`config.mk`:
```
export PLATFORM = sky130hd
export DESIGN_NAME = multicycle_ctrl
export DESIGN_NICKNAME = d
export VERILOG_FILES = /design/src/rtl/multicycle_ctrl_pkg.sv /design/src/rtl/ctrl_decode.sv /design/src/rtl/multicycle_ctrl.sv
export SDC_FILE = /design/constraint.sdc
export NUM_CORES = 1
export LEC_CHECK = 0
export ABC_AREA = 1
export CELL_PAD_IN_SITES_DETAIL_PLACEMENT = 0
export CELL_PAD_IN_SITES_GLOBAL_PLACEMENT = 2
export CORE_ASPECT_RATIO = 1.2
export CORE_UTILIZATION = 29
export DETAILED_ROUTE_END_ITERATION = 8
export GPL_TIMING_DRIVEN = 0
export PLACE_DENSITY_LB_ADDON = 0.1
export SYNTH_ARGS = -nofsm -noshare
export SYNTH_HDL_FRONTEND = slang
export SYNTH_SLANG_ARGS = --single-unit
export TNS_END_PERCENT = 5
```
`constraint.sdc`:
```
create_clock -name clk -period 4.45 [get_ports clk]
set_input_delay 0.445 -clock clk [delete_from_list [all_inputs] [get_ports clk]]
set_output_delay 0.445 -clock clk [all_outputs]
set_load 0.02 [all_outputs]
```
`src/rtl/multicycle_ctrl_pkg.sv`:
```
// Shared definitions for the multi-cycle processor control path.
//   - opcode encodings (instruction bits [7:4])
//   - ALU operation codes driven on aluOp
//   - FSM state encoding (3-bit; encodings 6 and 7 are unused)
//   - ctrl_t: the full control word produced by ctrl_decode
//   - small opcode-class helper functions
package multicycle_ctrl_pkg;

    localparam logic [3:0] OP_ADD   = 4'h0;
    localparam logic [3:0] OP_SUB   = 4'h1;
    localparam logic [3:0] OP_AND   = 4'h2;
    localparam logic [3:0] OP_OR    = 4'h3;
    localparam logic [3:0] OP_LOAD  = 4'h8;
    localparam logic [3:0] OP_STORE = 4'h9;
    localparam logic [3:0] OP_BEQ   = 4'hC;
    localparam logic [3:0] OP_JMP   = 4'hD;
    localparam logic [3:0] OP_HALT  = 4'hF;

    localparam logic [1:0] ALU_ADD = 2'b00;
    localparam logic [1:0] ALU_SUB = 2'b01;
    localparam logic [1:0] ALU_AND = 2'b10;
    localparam logic [1:0] ALU_OR  = 2'b11;

    typedef enum logic [2:0] {
        S_FETCH  = 3'd0,
        S_DECODE = 3'd1,
        S_EXEC   = 3'd2,
        S_MEM    = 3'd3,
        S_WB     = 3'd4,
        S_HALTED = 3'd5
    } state_e;

    typedef struct packed {
        logic       mem_req;
        logic       mem_write;
        logic       i_or_d;
        logic       ir_write;
        logic       pc_write;
        logic       pc_src;
        logic       alu_src_b;
        logic [1:0] alu_op;
        logic       reg_write;
        logic       mem_to_reg;
        logic       illegal_op;
        logic       halted;
    } ctrl_t;

    // ADD/SUB/AND/OR occupy opcodes 0..3, so aluOp is simply opcode[1:0].
    function automatic logic is_alu_op(input logic [3:0] op);
        return (op[3:2] == 2'b00);
    endfunction

    function automatic logic is_mem_op(input logic [3:0] op);
        return (op == OP_LOAD) || (op == OP_STORE);
    endfunction

    function automatic logic is_legal_op(input logic [3:0] op);
        return is_alu_op(op) || is_mem_op(op) ||
               (op == OP_BEQ) || (op == OP_JMP) || (op == OP_HALT);
    endfunction

endpackage

```
`src/rtl/ctrl_decode.sv`:
```
// Combinational control-word decoder.
// Maps {state, latched opcode, zero, memReady} to the datapath control word.
// Outputs are Moore-style (state + latched opcode); the only exceptions are the
// FETCH irWrite/pcWrite (qualified by memReady so the IR/PC load exactly once
// when the fetch completes) and the BEQ pcWrite (taken from zero).
// Ports:
//   state_i      current FSM state
//   opcode_i     latched instruction opcode
//   zero_i       ALU zero flag
//   mem_ready_i  memory completes the current request this cycle
//   ctrl_o       control word; every field defaults to 0
import multicycle_ctrl_pkg::*;

module ctrl_decode (
    input  state_e     state_i,
    input  logic [3:0] opcode_i,
    input  logic       zero_i,
    input  logic       mem_ready_i,
    output ctrl_t      ctrl_o
);

    always_comb begin
        ctrl_o = '0;
        case (state_i)
            S_FETCH: begin
                ctrl_o.mem_req = 1'b1;
                if (mem_ready_i) begin
                    ctrl_o.ir_write = 1'b1;
                    ctrl_o.pc_write = 1'b1;
                end
            end
            S_DECODE: begin
                if (opcode_i == OP_JMP) begin
                    ctrl_o.pc_write = 1'b1;
                    ctrl_o.pc_src   = 1'b1;
                end else if (!is_legal_op(opcode_i)) begin
                    ctrl_o.illegal_op = 1'b1;
                end
            end
            S_EXEC: begin
                if (is_alu_op(opcode_i)) begin
                    ctrl_o.alu_op = opcode_i[1:0];
                end else if (is_mem_op(opcode_i)) begin
                    ctrl_o.alu_src_b = 1'b1;
                    ctrl_o.alu_op    = ALU_ADD;
                end else if (opcode_i == OP_BEQ) begin
                    ctrl_o.alu_op   = ALU_SUB;
                    ctrl_o.pc_write = zero_i;
                    ctrl_o.pc_src   = 1'b1;
                end
            end
            S_MEM: begin
                ctrl_o.mem_req   = 1'b1;
                ctrl_o.i_or_d    = 1'b1;
                ctrl_o.mem_write = (opcode_i == OP_STORE);
            end
            S_WB: begin
                ctrl_o.reg_write  = 1'b1;
                ctrl_o.mem_to_reg = (opcode_i == OP_LOAD);
            end
            S_HALTED: begin
                ctrl_o.halted = 1'b1;
            end
            default: ;
        endcase
    end

endmodule

```
`src/rtl/multicycle_ctrl.sv`:
```
// Multi-cycle control FSM for the 8-bit processor.
// Sequences each instruction through FETCH/DECODE/EXEC/MEM/WB, drives the
// datapath enables and mux selects, handles the memory wait handshake and
// counts retired instructions (saturating).
// Memory handshake: memReq is held while in FETCH or MEM; the request completes
// in any cycle where memReq=1 and memReady=1. memReady is ignored elsewhere.
// Ports:
//   clk, rst_n     clock, asynchronous active-low reset
//   opcode         instruction opcode, latched when irWrite=1
//   zero           ALU zero flag (same cycle)
//   memReady       memory completes the current request
//   memReq..halted control outputs (see ctrl_decode)
//   retired        retired-instruction count, saturating at all-ones
//   state_o        current FSM state (debug)
import multicycle_ctrl_pkg::*;

module multicycle_ctrl #(
    parameter int OP_W    = 4,
    parameter int COUNT_W = 16
) (
    input  logic               clk,
    input  logic               rst_n,
    input  logic [OP_W-1:0]    opcode,
    input  logic               zero,
    input  logic               memReady,
    output logic               memReq,
    output logic               memWrite,
    output logic               iOrD,
    output logic               irWrite,
    output logic               pcWrite,
    output logic               pcSrc,
    output logic               aluSrcB,
    output logic [1:0]         aluOp,
    output logic               regWrite,
    output logic               memToReg,
    output logic               illegalOp,
    output logic               halted,
    output logic [COUNT_W-1:0] retired,
    output logic [2:0]         state_o
);

    state_e              state_q, state_d;
    logic [OP_W-1:0]     opcode_q;
    logic [COUNT_W-1:0]  retired_q, retired_d;
    ctrl_t               ctrl;
    logic                retire;

    ctrl_decode u_decode (
        .state_i     (state_q),
        .opcode_i    (opcode_q[3:0]),
        .zero_i      (zero),
        .mem_ready_i (memReady),
        .ctrl_o      (ctrl)
    );

    always_ff @(posedge clk or negedge rst_n) begin
        if (!rst_n) begin
            state_q   <= S_FETCH;
            opcode_q  <= '0;
            retired_q <= '0;
        end else begin
            state_q   <= state_d;
            retired_q <= retired_d;
            if (ctrl.ir_write) begin
                opcode_q <= opcode;
            end
        end
    end

    always_comb begin
        state_d = state_q;
        case (state_q)
            S_FETCH: begin
                if (memReady) state_d = S_DECODE;
            end
            S_DECODE: begin
                if (opcode_q[3:0] == OP_HALT)       state_d = S_HALTED;
                else if (opcode_q[3:0] == OP_JMP)   state_d = S_FETCH;
                else if (is_legal_op(opcode_q[3:0])) state_d = S_EXEC;
                else                                 state_d = S_FETCH;
            end
            S_EXEC: begin
                if (is_alu_op(opcode_q[3:0]))      state_d = S_WB;
                else if (is_mem_op(opcode_q[3:0])) state_d = S_MEM;
                else                               state_d = S_FETCH;
            end
            S_MEM: begin
                if (memReady) begin
                    state_d = (opcode_q[3:0] == OP_LOAD) ? S_WB : S_FETCH;
                end
            end
            S_WB:     state_d = S_FETCH;
            S_HALTED: state_d = S_HALTED;
            default:  state_d = S_FETCH;
        endcase
    end

    // An instruction retires on any return to FETCH from the execution states;
    // recovery from an unused encoding is not an instruction.
    always_comb begin
        retire = (state_d == S_FETCH) &&
                 ((state_q == S_DECODE) || (state_q == S_EXEC) ||
                  (state_q == S_MEM)    || (state_q == S_WB));
        retired_d = retired_q;
        if (retire && (retired_q != {COUNT_W{1'b1}})) begin
            retired_d = retired_q + 1'b1;
        end
    end

    assign memReq    = ctrl.mem_req;
    assign memWrite  = ctrl.mem_write;
    assign iOrD      = ctrl.i_or_d;
    assign irWrite   = ctrl.ir_write;
    assign pcWrite   = ctrl.pc_write;
    assign pcSrc     = ctrl.pc_src;
    assign aluSrcB   = ctrl.alu_src_b;
    assign aluOp     = ctrl.alu_op;
    assign regWrite  = ctrl.reg_write;
    assign memToReg  = ctrl.mem_to_reg;
    assign illegalOp = ctrl.illegal_op;
    assign halted    = ctrl.halted;
    assign retired   = retired_q;
    assign state_o   = state_q;

endmodule

```
==> impl_metrics.json <==
{
  "hold_viol_final": 0,
  "hold_class": "flip-flop to flip-flop",
  "wl_um": 4170,
  "cp_common_cell": "nor2_1",
  "start_util_pct": 29.9,
  "synth_flop_cell": "dfrtp_1",
  "rrSetupSlack_ps": 2580,
  "syn2layout_area_growth_pct": 32.7,
  "synthCells": 216,
  "crit_family": "buffers and inverters",
  "drc": 0,
  "worst_path_max_delay_cell": "clkdlybuf4s50_1",
  "seq_area_frac_synth_pct": 36.6,
  "ant_nets": 0,
  "synth.top_cell.area_share_pct": 36.6,
  "drt-vias-per-instance": 4.49,
  "finClkSkew_ps": 6.09,
  "holdWs_ps": 570,
  "cts_buffers": 3,
  "maxCapViolCount": 0,
  "drt_iter0_drc": 52,
  "track_usage_pct": 15.5,
  "yosysMostFrequentCell": "nand2_1",
  "synth.largest_area_cell": "dfrtp_1",
  "grt_pass1_vias": 1410,
  "tightest_slew_ps": 1120,
  "path_clk_slew_ps": 90,
  "period_needed_ps": 2470,
  "timing.final.max_slew_violations": 0,
  "yosysWarnings": 0,
  "synth_edf_count": 0,
  "powerDensity_mw_per_mm2": 548,
  "p_leak_nw": 0.983,
  "gp_congestion": 0.728,
  "synth_commonest_cells": "nand2_1, nand3_1, dfrtp_1",
  "die_area_mm2": 0.00572,
  "synth_area_mm2": 0.00157,
  "grt_pass1_wl_um": 6860,
  "cp-start-kind": "flip-flop",
  "finalSetupViolations": 0,
  "fmax_mhz": 404,
  "holdBufCountCts": 0,
  "vias": 1440,
  "fp-row-count": 29,
  "first_pass_iters": 4,
  "antenna_found_initial": 0,
  "cts_resized": 0,
  "syn_nets": 225,
  "clkLatencyLatePin_ps": 270,
  "period_share_pct": 55.6,
  "coreArea_mm2": 0.00526,
  "synthArstFlopShare_pct": 100,
  "setup_tns_ps": 0,
  "status": "complete, no violations",
  "grt_max_degree": 24,
  "drive_gt1_share_pct": 10.8,
  "cts_tree": "done",
  "nets": 269,
  "cp_max_fo": 9,
  "routedWlPerCell_um": 13.0,
  "worstPathBufferInverterCount": 3,
  "h-tree-depth": 1,
  "die_h_um": 82.7,
  "crit_chain": "nor2_1, inv_1, nor2_1, nand2_1, clkinv_1, clkdlybuf4s50_1",
  "die_w_um": 69.2,
  "port_buffers": 39,
  "numClockSinks": 23,
  "critPathRequiredTime_ps": 4010,
  "critical_path.max_stage_delay_ps": 620,
  "antenna_cells": 0,
  "postCtsSetupRepairBufs": 0,
  "overflow": 0,
  "ys_ff_latch": 23,
  "slew_headroom_pct": 25.2,
  "worst-setup-path-type": "flip-flop to output pin",
  "cp.arrival_ps": 2030,
  "synthTopCellsByArea": "dfrtp_1, nand2_1, nand3_1",
  "avgSynthCellArea_um2": 7.28,
  "power.ir.vdd_worst_v": 0.000233,
  "synth_cell_types": 24,
  "rsz0062_at_grt": "false",
  "dpl.hpwl_um": 3160,
  "ctsLongestPathBuffers": 2,
  "endpoint_kind": "output pin",
  "io_pins": 40,
  "clock-root-buffer": "clkbuf_8"
}
-- registers in the layout, indices dropped and copies added (netlist names) --
name,flops
opcode_q,4
retired,16
state_o,3
-- layout by cell type (no fill, tap or decap), types with 2 or more instances in the layout --
| master | n |
|---|---|
| nand4_1 | 3 |
| nand3_4 | 2 |
| nand2_2 | 4 |
| clkbuf_8 | 3 |
| dfrtp_1 | 23 |
| o21ai_0 | 9 |
| xnor2_1 | 7 |
| buf_4 | 2 |
| nand2_1 | 67 |
| nand2_4 | 3 |
| clkdlybuf4s50_1 | 39 |
| nor2_8 | 2 |
| inv_1 | 20 |
| xor2_1 | 5 |
| nand3_1 | 28 |
| nor2_2 | 5 |
| nor3_1 | 4 |
| inv_2 | 2 |
| nor2_1 | 22 |
| nor2_4 | 2 |
-- power by group --
group	internal [mW]	total [mW]	switching [mW]
clock network	0.0628	0.140	0.0774
registers	0.259	0.328	0.0688
logic	0.259	0.676	0.417
total	0.581	1.14	0.563
-- worst paths after layout --
path	startpoint	endpoint	cells past startpoint
setup / recovery	state_o[1]	irWrite	6
hold / removal	retired[8]	retired[8]	2
setup reg to reg	retired[0]	retired[7]	10
hold reg to reg	retired[8]	retired[8]	2
max in group asynchronous	rst_n	state_o[0]	1
min in group asynchronous	rst_n	retired[4]	1
-- area by class of cell --
type                       count  area (um^2)
buffer                         3         26.3
clock buffer                   3         41.3
clock inverter                 1         5.00
fill                         576         3170
inverter                      23         86.3
multi-input combinational    167          885
sequential                    23          576
tap                           62         77.6
timing repair buffer          39          390
-- tightest hold or removal path, cell delays in order, from the launching register on --
cell	delay [ps]
dfrtp_1	420
nand2_1	70
nand2_1	50
-- cells by family (layout without fill, tap and decap cells) --
group	count (synthesis)	after routing	synth area share [%]
DFF	23	23	36.6
adders and majority gates	1	1	0.795
buffers and inverters	26	69	7.16
xor gates and xnor gates	12	12	6.68
and+or+nand+nor	144	144	45.6
AOI/OAI and AO/OA	10	10	3.18
-- metal layers --
layer	up-vias	global-route usage, %	routed length (um)
met1	642	17.3	1830
met2	31	30.5	2170
met3	4	1.58	112
met5	-	0	0
met4	0	5.51	45
li1	763	-	-
-- stage by stage --
stage | area (um^2) | power (mW) | util (%) | instances | worst slack (ps)
floorplan | 1570 | 0.784 | - | 216 | 2580
global placement | 2040 | 1.02 | 38.8 | 317 | 2130
detailed placement | 2040 | 1.02 | 38.8 | 317 | 2140
CTS | 2090 | 1.17 | 39.7 | 321 | 1950
global route | 2090 | 1.25 | 39.7 | 321 | 1780
finish | 2090 | 1.14 | 39.7 | 321 | 1980
Power figures use the tool's default switching activity.
